[src/rtl/glbl_ctrl.sv]
// Global control sequencer: drives gsr/gts through a release sequence after
// reset, then asserts ready. Also keeps a free-running cycle counter and a sticky run-limit flag.
module glbl_ctrl #(
  parameter int CNT_W      = 32,
  parameter int GSR_CYCLES = 10,
  parameter int GTS_CYCLES = 4,
  parameter int MAX_CYCLES = 1150
) (
  input  logic             clk,
  input  logic             reset,
  input  logic             sw_rst_req,
  output logic             gsr,
  output logic             gts,
  output logic             ready,
  output logic             done,
  output logic [CNT_W-1:0] cycle_count
);

  typedef enum logic [1:0] {
    ST_GSR = 2'd0,
    ST_GTS = 2'd1,
    ST_RUN = 2'd2
  } state_e;

  // A limit that does not fit in the counter can never be reached.
  localparam logic [CNT_W-1:0] MAX_V  = CNT_W'(MAX_CYCLES);
  localparam bit               MAX_EN = (MAX_CYCLES != 0) &&
                                        ((64'(MAX_CYCLES) >> CNT_W) == 64'd0);
  localparam logic [31:0]      GSR_LAST = 32'(GSR_CYCLES - 1);
  localparam logic [31:0]      GTS_LAST = 32'(GTS_CYCLES - 1);
  localparam bit               HAS_GTS  = (GTS_CYCLES > 0);

  state_e            state_q, state_d;
  logic [31:0]       phase_q, phase_d;
  logic [CNT_W-1:0]  cnt_q, cnt_d;
  logic              done_q, done_d;
  logic              gsr_q, gsr_d;
  logic              gts_q, gts_d;
  logic              ready_q, ready_d;

  always_ff @(posedge clk) begin
    if (reset) begin
      state_q <= ST_GSR;
      phase_q <= '0;
      cnt_q   <= '0;
      done_q  <= 1'b0;
      gsr_q   <= 1'b1;
      gts_q   <= 1'b1;
      ready_q <= 1'b0;
    end else begin
      state_q <= state_d;
      phase_q <= phase_d;
      cnt_q   <= cnt_d;
      done_q  <= done_d;
      gsr_q   <= gsr_d;
      gts_q   <= gts_d;
      ready_q <= ready_d;
    end
  end

  always_comb begin
    state_d = state_q;
    phase_d = phase_q + 32'd1;
    case (state_q)
      ST_GSR: begin
        if (phase_q == GSR_LAST) begin
          state_d = HAS_GTS ? ST_GTS : ST_RUN;
          phase_d = '0;
        end
      end
      ST_GTS: begin
        if (phase_q == GTS_LAST) begin
          state_d = ST_RUN;
          phase_d = '0;
        end
      end
      ST_RUN: begin
        if (sw_rst_req) begin
          state_d = ST_GSR;
          phase_d = '0;
        end
      end
      default: begin
        state_d = ST_GSR;
        phase_d = '0;
      end
    endcase

    // Strobes are decoded from the next state so they change on the transition edge.
    gsr_d   = (state_d == ST_GSR);
    gts_d   = (state_d != ST_RUN);
    ready_d = (state_d == ST_RUN);

    cnt_d  = cnt_q + CNT_W'(1);
    done_d = done_q | (MAX_EN && (cnt_d == MAX_V));
  end

  assign gsr         = gsr_q;
  assign gts         = gts_q;
  assign ready       = ready_q;
  assign done        = done_q;
  assign cycle_count = cnt_q;

endmodule

[config.mk]
export PLATFORM = sky130hd
export DESIGN_NAME = glbl_ctrl
export DESIGN_NICKNAME = d
export VERILOG_FILES = /design/src/rtl/glbl_ctrl.sv
export SDC_FILE = /design/constraint.sdc
export NUM_CORES = 1
export LEC_CHECK = 0
export CORE_AREA = 2 2 93 95
export DETAILED_ROUTE_END_ITERATION = 12
export DIE_AREA = 0 0 95 97
export HOLD_SLACK_MARGIN = 0.02
export PLACE_DENSITY = 0.64
export RECOVER_POWER = 100
export SLEW_MARGIN = 20
export SYNTH_ARGS = -nofsm -noshare
export SYNTH_HDL_FRONTEND = slang
export SYNTH_SLANG_ARGS = --single-unit
export TNS_END_PERCENT = 50
[constraint.sdc]
create_clock -name clk -period 2.15 [get_ports clk]
set_clock_uncertainty 0.05 [all_clocks]
set_input_delay 0.215 -clock clk [delete_from_list [all_inputs] [get_ports clk]]
set_output_delay 0.215 -clock clk [all_outputs]
set_load 0.02 [all_outputs]
# Yosys cells after proc, flatten, opt, wreduce, memory -nomap -nowiden
# Index checks and enable logic that the tools add are counted.
word_totals:
  elab_cells: 27
  reg_bits: 70
  output_inout_bits: 36
  input_bits: 3
op_classes:
  n_eq_ne: 7
  n_bitwise: 1
  reduce_logical: 2
  n_mux: 8
  n_addsub: 2
op_table:
  columns: ["cell", "n"]
  rows:
  - ["$mux W32", 3]
  - ["$pmux W32 S3", 1]
  - ["$add A32 B1 Y32 const B", 2]
  - ["$eq A32 B11 Y1 const B", 1]
  - ["$eq A32 B2 Y1 const B", 1]
  - ["$eq A32 B4 Y1 const B", 1]
  - ["$mux W2", 3]
  - ["$pmux W2 S3", 1]
  - ["$eq A2 B2 Y1 const B", 2]
  - ["$logic_not A2 Y1", 2]
  - ["$eq A2 B1 Y1 const B", 1]
  - ["$ne A2 B2 Y1 const B", 1]
  - ["$or A1 B1 Y1", 1]

# Depth between registers and ports, before layout
# Gate-level depths: netlist of run 1.
depth:
  ltp_word: 4
  mapped_depth: 8
  depth_no_buf: 8

# Least setup slack after synthesis of run 1
# No wires, ideal clock.
synth_path:
  path_type: "flip-flop to flip-flop"
  startpoint: "reg cnt_q[0], in the netlist cycle_count[0]"
  endpoint: "reg done_q, in the netlist done"
  t_required_ns: 2.016
  stages_incl_launch_ff: 8
  synth_period_minus_slack_ns: 2.363
  setup_time_ns: 0.084
  path_slack_ns: -0.213
  arrival_ns: 2.229
  path_buffers: 0
  cell_sequence: "dfxtp_1 > ha_1 > nand4_1 > nor4_4 > a31oi_1 > nor4_1 > nand4_1 > o31ai_2"
synth_via:
  elab_chain_len: 3
synth_lines:
  columns: ["element", "line", "source"]
  rows:
  - ["start: declaration", "35", "logic [CNT_W-1:0] cnt_q, cnt_d;"]
  - ["start signal: assignment", "53", "cnt_q <= cnt_d;"]
  - ["$add A32 B1 Y32", "94", "cnt_d = cnt_q + CNT_W'(1);"]
  - ["$eq A32 B11 Y1", "95", "done_d = done_q | (MAX_EN && (cnt_d == MAX_V));"]
  - ["$or A1 B1 Y1", "95", null]
  - ["end signal: assignment", "54", "done_q <= done_d;"]
  - ["end: declaration", "36", "logic done_q, done_d;"]
# No other way between the ends.
# A chain may end at the register's enable or synchronous reset.

# Final worst setup path of run 1
layout_path:
  startpoint: "reg cnt_q[13], in the netlist cycle_count[13]"
  endpoint: "reg done_q, in the netlist done"
# The elaborated chain is that of the path after synthesis.

==> metrics, run 1 <==
Total Power 0.00242 W; RD Place Congestion roughly 0.93; Hold Path Stages 1; Worst-path clk slew 80 ps; die area 0.00922 mm2; final antenna-violating net count 0; WL final 7840 um; leakage power total 1.76 nW; CTS sink count 70; Req. time, crit path 2370 ps; number of synthesized flops with an enable pin 0; DIE WIDTH around 95 um; drt first-iter violations 86; worst-margin pin slew 472 ps; R2R Path End done; async set-reset flop share out of synthesis 0; # IOs 39; grt peak-use layer met2; status completed; Hold EP phase_q[0]; Mapped Avg Cell Area 8.64 um2; vias in the first global route 2829; hold crit path type reg2reg; grt met2 use 0.262; Fmax 469 MHz; Yosys warning count 0; flop and latch count out of synthesis 70; clk buf depth 2; register area share after synthesis 0.406; PD cells 528 mW/mm2; Final #Nets 491; pins over their slew limit 0; Setup violations, final 0; MaxCap Viol Count 0; initial antenna violation count 0; via count 3046; number of failing hold endpoints at the final stage 0; total gr overflow 0; DRC 0; Synth Flop Type dfxtp_1; RSZ-0062 raised after global routing true; routing usage on met3 0.0358; global-route wire length before repair 13100 um; Critical Path End Type flop; HPWL after DPL about 5600 um; TritonCTS clock tree yes; area leader, netlist dfxtp_1; Yosys cell types 51; worst setup margin ~19 ps; crit path max fanout 5; CTS buffer count 9; Crit Path Category reg2reg; worst r2r src cycle_count[13]; fin crit share 0.991; TritonRoute pass-1 iters 4; Root Buffer Master clkbuf_8; Place WS -62.6 ps; Reg2Reg Setup Slack ~19 ps; Hold Path Origin phase_q[0]; share of layout cells above drive strength 1 0.209; H-tree level count 3; Port Buffer Count 38; Final TNS setup 0 ps; Syn Inst Count 400; # diodes 0; initial cell density of the core 0.425; dominant cells by area after synthesis dfxtp_1 41%, xor2_1 9.9%, nor2_1 8.0%; WL per Instance 13.2 um; Slew HR 0.683; clk_lat worst skew 350 ps; largest net degree at the start of global routing 33; minimum clock period 2130 ps; GR Util All Layers 0.178; startpoint types flop; fillers 731; Yosys top cell area share 0.406; peak supply drop ~0.27 mV; core area slightly above 0.008 mm2; post-route cell area ~0.0046 mm2; Area Growth Syn to Fin 32.9%; placed cell areas ~0.0043 mm2; critical path arrival 2350 ps; syn_nets roughly 410; WHS 418 ps; Die Y 97 um; vias per inst just over 5; Reg2Reg Depth 8; row cnt 33; Syn Std Cell Area between 0.003 and 0.004 mm2; grt met1 use 0.250
timing repair:
action / CTS / global route
cloned: 0 / 0
pin swaps: 0 / 6
buffers inserted: 0 / 2
hold buffers: 0 / 0
endpoints found under the hold margin: 0 / 0
setup endpoints to repair: 1 / 34
resized for setup: 1 / 11
cells by family after synthesis:
| kind of cell | synth area share |
|---|---|
| adder cells (fa/ha/maj) | 0.0145 |
| AND/OR/NAND/NOR | 0.323 |
| buffers and inverters | 0.0413 |
| multiplexers | 0.00616 |
| flip-flops | 0.406 |
| AO/OA/AOI/OAI | 0.0543 |
| XOR/XNOR | 0.155 |
cell usage in the layout, fill, tap and decap left out, types with 4 or more instances in the layout:
cell              n
nor2_1           74
dfxtp_1          54
buf_4            48
xor2_1           39
clkdlybuf4s50_1  38
nand2_1          24
nand3_1          23
nand4_1          23
xnor2_1          22
inv_1            14
nor3_1           11
nor4_1            9
clkbuf_8          9
dfxtp_2           9
and3_1            8
dfxtp_4           7
and4_1            6
and2_1            4
a21oi_1           4
cells in the mapped netlist, drive strengths merged, types with 3 or more instances:
| cell type | count |
|---|---|
| nor2b | 3 |
| a31oi | 3 |
| xor2 | 39 |
| dfxtp | 70 |
| nand4 | 26 |
| or3 | 4 |
| nor2 | 74 |
| inv | 14 |
| xnor2 | 22 |
| ha | 4 |
| a21oi | 4 |
| and3 | 8 |
| nand2b | 3 |
| nor4 | 15 |
| nand2 | 24 |
| and4 | 6 |
| clkbuf | 7 |
| nor3 | 11 |
| and2 | 5 |
| nand3 | 23 |
| buf | 7 |
where the power goes:
group          internal [W]  switching, W  leakage (nW)
clock network      0.000493      0.000522        0.0978
registers           0.00130     0.0000117         0.575
logic             0.0000423     0.0000521          1.08
total               0.00184      0.000586          1.76
worst max-delay path, stage by stage, from the launching register on:
cell,delay [ps]
dfxtp_4,350
nand4_2,160
buf_4,200
nor4_4,320
buf_4,200
and4_1,250
xnor2_1,160
nand4_1,130
o31ai_2,240
area by class of cell:
class                           instances  area, um2  share of cell area
Clock buffer                           10        149              0.0324
Multi-Input combinational cell        302       2010               0.439
Clock inverter                          6       43.8             0.00954
Timing Repair Buffer                   87        761               0.166
Inverter                               14       52.6              0.0115
Tap cell                              105        131              0.0286
Sequential cell                        70       1440               0.314
sequential cells by signal, indices dropped and copies added, names as in the netlist:
name and cells:
gsr 1, done 1, gts 1, phase_q 32, state_q 2, ready 1
cycle_count 32
how the worst max path moves through the flow:
| stage | start | endpoint | slack (ps) | cells past startpoint |
|---|---|---|---|---|
| finish | cycle_count[13] | done | 20 | 8 |
| global route | cycle_count[13] | done | -60 | 9 |
| CTS | cycle_count[13] | done | 2 | 9 |
| detailed placement | cycle_count[3] | done | -60 | 6 |
| global placement | cycle_count[3] | done | -9 | 6 |
| floorplan | cycle_count[9] | done | 3 | 7 |
stage by stage:
stage	std cells	utilization
2_1_floorplan	400	-
3_3_place_gp	576	0.531
3_5_place_dp	576	0.531
4_1_cts	592	0.555
5_1_grt	594	0.564
6_report	594	0.564
metal layers:
metal,vias to the layer above,wire (um)
li1,1556,-
met3,13,386
met2,60,3480
met5,-,0
met4,0,118
met1,1417,3850
(Power assumes the default switching activity.)
==> run 2: changes to the inputs <==
Settings changed: CAP_MARGIN from default to 20, PLACE_DENSITY 0.64 to 0.62, SKIP_CTS_REPAIR_TIMING from default to 1.
Clock period 2.15 ns to 2.1 ns, I/O delays scaled along.
==> run 2 against run 1 <==
The run now ends with negative setup slack left. Sequential share of layout area down 1.6 points. Combinational power up 27%. Count of clock-buffer cells in the layout fell by 1. Non-clock buffer count increased by 14. Core utilization up 3.5 points. Critical path depth shrank 2. Cell area rose by 6.1%. Sequential power is essentially flat. Largest power group unchanged. Highest routed layer unchanged.
==> metrics, run 2 (synthesized netlist as in run 1, its figures left out) <==
status complete, but fails checks; violated checks negative setup slack; final antenna-violating net count 0; MaxCap Viol Count 0; PD cells 518 mW/mm2; core area 0.00813 mm2; vias per inst 5.18; Hold Path Stages 1; HPWL after DPL 5640 um; post-route cell area approximately 0.005 mm2; minimum clock period 2120 ps; TritonCTS clock tree yes; CP max stage delay 420 ps; Critical Path End Type flop; drt first-iter violations approximately 110; # IOs 39; DIE WIDTH 95 um; die area 0.00922 mm2; Hold EP cycle_count[0]; vias in the first global route 2894; leakage power total 1.89 nW; placed cells 581; row cnt 33; Worst-path clk slew 90 ps; Req. time, crit path 2320 ps; Hold Path Origin cycle_count[0]; largest net degree at the start of global routing 33; share of layout cells above drive strength 1 0.260; storage element area 0.00145 mm2; DRC 0; placed cell areas 0.00436 mm2; RD Place Congestion 0.853; worst-margin pin slew 480 ps; initial cell density of the core 0.425; clk_lat worst skew 350 ps; pins over their slew limit 0; Final #Nets 505; RSZ-0062 raised after global routing true; peak supply drop about 0.43 mV; Crit Path Category reg2reg; initial antenna violation count 0; via count ~3200; WL final approximately 8200 um; Setup violations, final 1; crit path max fanout 5; Reg2Reg Depth 6; R2R Path End done; number of failing hold endpoints at the final stage 0; TritonRoute pass-1 iters 4; final non-filler cell total between 600 and 700; worst r2r src cycle_count[7]; fillers 707; hold crit path type reg2reg; Root Buffer Master clkbuf_8; GR Util All Layers 0.177; Die Y 97 um; Slowest-stage cell, CP or3_4; Port Buffer Count 38; worst setup margin -21.0 ps; global-route wire length before repair 13200 um; CTS buffer count 9; WL per Instance around 14 um; clk buf depth 2; Cell Chain, Critical Path nand4_4 > or3_4 > mux2_2 > a2111oi_4 > nand4_1 > o31ai_2; most frequent cells in the layout 74 x nor2_1, 57 x buf_4, 50 x dfxtp_1, 39 x xor2_1, 37 x clkdlybuf4s50_1; total gr overflow 0; # diodes 0; CTS sink count 70; Area Growth Syn to Fin 41.0%; startpoint types flop; Fmax 471 MHz; critical path arrival 2340 ps; Slew HR 0.680; H-tree level count 3; most common cell after layout, fill and taps aside nor2_1; fin crit share 1.01; area of the multi-input gates 0.00214 mm2; Reg2Reg Setup Slack -20 ps
## run 2: cell types whose count changed in the layout (fill, tap and decap cells not counted), moves of 2 or more
cell	change
nor4_1	-3
clkinv_2	-2
dfxtp_4	+2
nor4_4	+4
buf_6	+2
dfxtp_1	-4
inv_6	+2
inv_8	+3
buf_4	+9
dfxtp_2	+2
## run 2: layout make-up
class,instances,share of cell area
clock buffer,9,0.0254
multi-input combinational,302,0.440
tap,105,0.0270
timing repair buffer,101,0.186
clock inverter,7,0.0141
inverter,14,0.0108
sequential,70,0.297
## run 2: layer usage
layer | part of all wire | vias up | global-route usage
met5 | 0 | - | 0
met3 | 0.030 | 14 | 0.0475
li1 | - | 1595 | -
met2 | 0.48 | 50 | 0.272
met1 | 0.48 | 1491 | 0.241
met4 | 0.013 | 0 | 0.0546
## run 2: through the flow
step	setup WS, ps	utilization	power (W)	TNS, ps	hold WS (ps)
4_1_cts	-204	0.559	0.00255	-204	439
5_1_grt	-63.6	0.599	0.00265	-780	432
3_5_place_dp	-167	0.535	0.00148	-167	415
2_1_floorplan	-35.3	-	0.00143	-35.3	379
6_report	-21.0	0.599	0.00252	-21.0	419
3_3_place_gp	-93.9	0.535	0.00147	-93.9	391
## run 2: where the power goes
group,leakage (nW),switching [W],internal [W],total [W]
sequential,0.577,0.0000120,0.00133,0.00134
combinational,1.21,0.0000614,0.0000586,0.000120
clock,0.101,0.000597,0.000468,0.00107
total,1.89,0.000671,0.00185,0.00252
## run 2: critical path: cells and delay by family, from the launching register on
family | cells | cell delay [ps]
and+or+nand+nor | 3 | 690
AOI/OAI and AO/OA | 2 | 580
DFF | 1 | 400
muxes | 1 | 300
## run 2: worst max-delay path by stage
stage / from / depth (start not counted) / slack [ps] / end
after floorplan: cycle_count[2] / 7 / -40 / done
after global routing: cycle_count[7] / 6 / -60 / done
after CTS: cycle_count[7] / 6 / -200 / done
final: cycle_count[7] / 6 / -20 / done
after global placement: cycle_count[7] / 6 / -90 / done
after detailed placement: cycle_count[7] / 6 / -170 / done
